## src/rtl/fir1_decim2_if.sv

```systemverilog
// Sample stream bundle for fir1_decim2.
//   in_valid  : in_data is taken on a rising clk edge while high
//   in_data   : 14-bit signed input sample
//   out_valid : one-cycle strobe marking a new out_data
//   out_data  : 14-bit signed decimated sample, held between strobes
// master = sample source / result sink, slave = the filter.
interface fir1_decim2_if;
   logic               in_valid;
   logic signed [13:0] in_data;
   logic               out_valid;
   logic signed [13:0] out_data;

   modport master (output in_valid, output in_data, input out_valid, input out_data);
   modport slave  (input in_valid, input in_data, output out_valid, output out_data);
endinterface

```

## src/rtl/fir1_decim2.sv

```systemverilog
// Half-band decimate-by-2 FIR, 23 taps, receive direction.
// Produces one rounded, saturated 14-bit output for every two accepted
// input samples. Streaming, no backpressure, fixed latency of 3 cycles
// from the triggering sample to out_valid.
//   clk   : sample-processing clock
//   reset : asynchronous, active-high
//   io    : fir1_decim2_if.slave (in_valid/in_data in, out_valid/out_data out)
module fir1_decim2 (
   input  logic               clk,
   input  logic               reset,
   fir1_decim2_if.slave       io
);

   // Non-zero taps of the symmetric response; h[k] == h[22-k].
   localparam logic signed [31:0] H0  = -32'sd12;
   localparam logic signed [31:0] H2  =  32'sd84;
   localparam logic signed [31:0] H4  = -32'sd337;
   localparam logic signed [31:0] H6  =  32'sd1008;
   localparam logic signed [31:0] H8  = -32'sd2693;
   localparam logic signed [31:0] H10 =  32'sd10142;
   localparam logic signed [31:0] H11 =  32'sd16384;

   logic [22:0][13:0]  x_q;        // x_q[0] is the newest sample
   logic               phase_q;
   logic               accept;

   logic               v0_q, v1_q, v2_q;
   logic signed [14:0] p0_q, p2_q, p4_q, p6_q, p8_q, p10_q;
   logic signed [13:0] c_q;
   logic signed [31:0] acc_q;
   logic signed [31:0] mac;
   logic signed [16:0] r;
   logic signed [13:0] sat;

   logic               out_valid_q;
   logic signed [13:0] out_data_q;

   assign accept = io.in_valid;

   always_comb begin
      mac = 32'(p0_q) * H0 + 32'(p2_q) * H2 + 32'(p4_q) * H4
          + 32'(p6_q) * H6 + 32'(p8_q) * H8 + 32'(p10_q) * H10
          + 32'(c_q) * H11;
   end

   // Round half up, then clamp to the 14-bit output range.
   always_comb begin
      r = 17'((acc_q + 32'sd16384) >>> 15);
      if (r > 17'sd8191)
         sat = 14'sd8191;
      else if (r < -17'sd8192)
         sat = -14'sd8192;
      else
         sat = r[13:0];
   end

   always_ff @(posedge clk or posedge reset) begin
      if (reset) begin
         x_q         <= '0;
         phase_q     <= 1'b0;
         v0_q        <= 1'b0;
         v1_q        <= 1'b0;
         v2_q        <= 1'b0;
         p0_q        <= '0;
         p2_q        <= '0;
         p4_q        <= '0;
         p6_q        <= '0;
         p8_q        <= '0;
         p10_q       <= '0;
         c_q         <= '0;
         acc_q       <= '0;
         out_valid_q <= 1'b0;
         out_data_q  <= '0;
      end else begin
         // The sample that arrives with phase=1 completes a pair and
         // launches a computation on the line after it has shifted in.
         v0_q <= accept & phase_q;
         if (accept) begin
            x_q     <= {x_q[21:0], io.in_data};
            phase_q <= ~phase_q;
         end

         v1_q <= v0_q;
         if (v0_q) begin
            p0_q  <= {x_q[0][13],  x_q[0]}  + {x_q[22][13], x_q[22]};
            p2_q  <= {x_q[2][13],  x_q[2]}  + {x_q[20][13], x_q[20]};
            p4_q  <= {x_q[4][13],  x_q[4]}  + {x_q[18][13], x_q[18]};
            p6_q  <= {x_q[6][13],  x_q[6]}  + {x_q[16][13], x_q[16]};
            p8_q  <= {x_q[8][13],  x_q[8]}  + {x_q[14][13], x_q[14]};
            p10_q <= {x_q[10][13], x_q[10]} + {x_q[12][13], x_q[12]};
            c_q   <= x_q[11];
         end

         v2_q <= v1_q;
         if (v1_q)
            acc_q <= mac;

         out_valid_q <= v2_q;
         if (v2_q)
            out_data_q <= sat;
      end
   end

   assign io.out_valid = out_valid_q;
   assign io.out_data  = out_data_q;

endmodule

```

## src/flat_wrapper.sv

```systemverilog
// flat-port wrapper written by rule: the top's interface ports become plain ports
module fir1_decim2_flat 
  (clk, reset, io_in_valid, io_in_data, io_out_valid, io_out_data);
  fir1_decim2_if io_i ();
  input  logic clk;
  input  logic reset;
  input wire logic [$bits(io_i.in_valid)-1:0] io_in_valid;
  input wire logic [$bits(io_i.in_data)-1:0] io_in_data;
  output wire logic [$bits(io_i.out_valid)-1:0] io_out_valid;
  output wire logic [$bits(io_i.out_data)-1:0] io_out_data;
  assign io_i.in_valid = io_in_valid;
  assign io_i.in_data = io_in_data;
  assign io_out_valid = io_i.out_valid;
  assign io_out_data = io_i.out_data;
  fir1_decim2 u_core (.clk(clk), .reset(reset), .io(io_i));
endmodule
```

## config.mk

```make
export PLATFORM = sky130hd
export DESIGN_NAME = fir1_decim2_flat
export DESIGN_NICKNAME = d
export VERILOG_FILES = /design/src/rtl/fir1_decim2_if.sv /design/src/rtl/fir1_decim2.sv /design/src/flat_wrapper.sv
export SDC_FILE = /design/constraint.sdc
export NUM_CORES = 2
export LEC_CHECK = 0
export BUFFER_PORTS_ARGS = -buffer_cell sky130_fd_sc_hd__buf_4
export CAP_MARGIN = 20
export CELL_PAD_IN_SITES_DETAIL_PLACEMENT = 0
export CELL_PAD_IN_SITES_GLOBAL_PLACEMENT = 2
export CORE_ASPECT_RATIO = 1.5
export CORE_UTILIZATION = 48
export CTS_CLUSTER_DIAMETER = 150
export DETAILED_ROUTE_END_ITERATION = 10
export PLACE_DENSITY_LB_ADDON = 0.1
export SETUP_SLACK_MARGIN = 0.02
export SYNTH_ARGS = -nofsm -noshare
export SYNTH_HDL_FRONTEND = slang
export SYNTH_SLANG_ARGS = --single-unit
```

## constraint.sdc

```tcl
create_clock -name clk -period 19.4 [get_ports clk]
set_input_delay 0 -clock clk [delete_from_list [all_inputs] [get_ports clk]]
set_output_delay 0 -clock clk [all_outputs]
set_load 0.02 [all_outputs]
```

==> reports/qor.csv <==
metric;value;unit
amount of wire on met2 after detailed routing;55700;um
count of buffers added by post-CTS timing repair for setup;0;
r2r worst-path depth;32;
synthesized net count;4936;
Worst Path Arrival;10.79;ns
clock root buffer;clkbuf_16;
number of clock sinks;463;
number of enable flip-flop cells after synthesis;0;
input/output buffers;31;
number of instances in the synthesized netlist;3919;
post-route clock period utilization;53.0;%
final global-route overflow total;0;
ratio of cells with drive above 1 in the final layout;12.2;%
Worst setup SP type;register;
fraction of synthesis flops using an asynchronous set or reset pin;100;%
critical path fanouts, max;17;
Clock Pin Slew Worst Setup and Hold Paths;0.06;ns
maxcap violations;0;
Worst path slowest cell;dfrtp_1;
reg-to-reg startpoint;u_core.p10_q[14]$_DFFE_PP0P_;
number of primary I/O pins;32;
worst rel slew slack;30.0;%
launch point of the critical path;u_core.p10_q[14]$_DFFE_PP0P_;
routability congestion estimate;0.920;
Clk Latency, worst-skew pair;0.62;ns
unrepaired setup endpoints after global routing;false;
final routed wire length divided by cell count;20.3;um
worst hold path class;in2reg;
flip-flop and latch area;0.0116;mm^2
library cell appearing most often on the critical path;fa_1;
number of remaining DRC errors;0;
TritonCTS clock tree;yes;
buffer and inverter count on the worst path;7;
area leader, netlist;dfrtp_1;
Num CTS Buffers;49;
maximum operating frequency;97.2;MHz
vias in the first global route;29200;
post-route worst hold slack;0.0611;ns
data required time of the worst path;19.90;ns
footprint of the multi-input gates;0.0278;mm^2
crit-path max cell delay;0.82;ns
post-detailed-placement half-perimeter wirelength;86400;um
antenna diode instance count;0;
predominant post-synthesis flop cell;dfrtp_1;
Chip Height;366;um
DR iter-0 viols;966;
most numerous cell in the Yosys netlist;inv_1;
Std-Cell Core Area;0.0875;mm^2
yosys warns;0;
pin slew with the least headroom to its limit;1.04;ns
cell types occupying the most area after synthesis;dfrtp_1 27%, fa_1 21%, ha_1 16%, mux2_2 9.1%, inv_1 6.6%;
first-pass iteration count of the detailed router;4;
fillcell total;8058;
remaining antenna violation count;0;
H-tree Lvls;2;
Total Die Area;0.0896;mm^2
register-to-register setup slack;9.11;ns
average cell area after synthesis;10.8;um^2
element type at the critical path end;register;
Die X;245;um
starting utilization of the core area;48.5;%
Cells on Worst Hold Path;2;
Final nets;4975;
final worst clock skew;0.0297;ns
instance count on the critical path;32;
wire length of the first global-routing pass;165000;um
area share of the largest cell type after synthesis;27.3;%
Met3 Wirelength;1730;um
CP endpoint;u_core.acc_q[31]$_DFFE_PP0P_;
Reg-to-Reg End;u_core.acc_q[31]$_DFFE_PP0P_;
classification of the worst setup path;reg2reg;
area added between synthesis and finish;7.89;%
final max-slew violation count;0;
Row Count;133;
final core utilization;52.3;%
maximum count of clock buffers along a single path;3;
Vias/cell;5.23;
final setup TNS;0;ns
Final setup violation count;0;
cell class contributing the biggest share of worst-path delay;adder cells;
leading post-synthesis cells by instance count;748 x inv_1, 546 x ha_1, 463 x dfrtp_1;
maximum number of pins on one net before global-route repair;161;
uppermost metal layer occupied by signal nets;met4;
result of the run;finished, final reports clean;
antenna violations before repair;1;
post-CTS sizing;0;
Yosys cell types;75;
share of the yosys chip area belonging to registers;27.3;%
sum of routed wire length over all layers;104000;um
sum of routed wire segments on met1;40800;um
Hold Fails Final Rpt;0;
global router's overall resource usage;24.2;%
total via count in the routed design;26900;
clock period minus final worst setup slack;10.29;ns
post-synth design cell area;0.0424;mm^2
#FFs+latches synth;463;
## cell families after synthesis
kind of cell | count (synthesis) | synth area share, %
xor+xnor | 216 | 4.46
flops | 463 | 27.3
compound gates | 530 | 7.94
simple gates | 525 | 5.93
mux | 363 | 9.57
fa+ha+maj | 1001 | 37.5
buf+inv | 821 | 7.26
## flip-flops by register name, indices dropped and copies added, names as in the netlist
name	count
u_core.p4_q	15
u_core.p2_q	15
u_core.c_q	14
u_core.p0_q	15
u_core.v0_q	1
u_core.io.out_valid	1
u_core.p8_q	15
u_core.phase_q	1
u_core.p10_q	15
u_core.acc_q	18
u_core.v2_q	1
u_core.x_q	322
u_core.io.out_data	14
u_core.p6_q	15
u_core.v1_q	1
## metal layers
metal / GRT usage, % / vias to the layer above
met2: 45.3 / 254
met4: 11.9 / 0
met3: 1.77 / 156
met1: 27.4 / 13500
met5: 0 / -
li1: - / 13000
## placed cells by master, fill, tap and decap left out, types with 20 or more instances in the layout
| cell | Yosys | routed |
|---|---|---|
| mux2i_1 | 20 | 20 |
| nand2b_1 | 21 | 21 |
| inv_1 | 748 | 747 |
| o211ai_1 | 23 | 23 |
| o21ai_0 | 157 | 157 |
| clkbuf_16 | 0 | 49 |
| buf_4 | 0 | 43 |
| nor2_1 | 113 | 113 |
| xnor2_1 | 137 | 137 |
| and3_1 | 23 | 23 |
| ha_1 | 546 | 546 |
| o21a_1 | 27 | 27 |
| dfrtp_1 | 463 | 462 |
| a211oi_1 | 23 | 23 |
| a21oi_1 | 128 | 128 |
| a21o_1 | 54 | 54 |
| mux2_2 | 343 | 343 |
| nor3_1 | 45 | 45 |
| xor2_1 | 79 | 79 |
| nand3_1 | 59 | 59 |
| fa_1 | 454 | 454 |
| nor2b_1 | 33 | 33 |
| nand2_1 | 160 | 160 |
## through the flow
stage	area (um^2)	cells	setup slack, ns
global placement	44000	5038	9.08
finish	45800	5141	9.11
CTS	45800	5140	8.97
detailed placement	44000	5038	9.00
floorplan	42400	3919	6.49
global route	45800	5141	8.36
## layout make-up
type	count	share of cell area, %
Clock buffer	73	3.18
Multi-Input combinational cell	2635	60.7
Sequential cell	463	25.3
Clock inverter	14	0.454
Inverter	748	6.15
Timing Repair Buffer	61	1.13
Tap cell	1147	3.13
## how the worst min path moves through the flow
stage	start	end	slack, ns
3_5_place_dp	reset	u_core.phase_q$_DFFE_PP0P_	0.21
6_report	io_in_valid	u_core.phase_q$_DFFE_PP0P_	0.06
3_3_place_gp	reset	u_core.x_q[278]$_DFFE_PP0P_	0.21
4_1_cts	io_in_valid	u_core.phase_q$_DFFE_PP0P_	0.04
2_1_floorplan	io_in_data[1]	u_core.x_q[1]$_DFFE_PP0P_	0.12
5_1_grt	io_in_valid	u_core.phase_q$_DFFE_PP0P_	0.09
## what timing repair did
action	CTS	global route
endpoints found under the setup margin	0	0
endpoints found under the hold margin	120	0
hold buffers	15	0
Power is left out: the tool's default activity adds up to more than one toggle a clock period on the data nets, which glitch-free logic cannot reach.
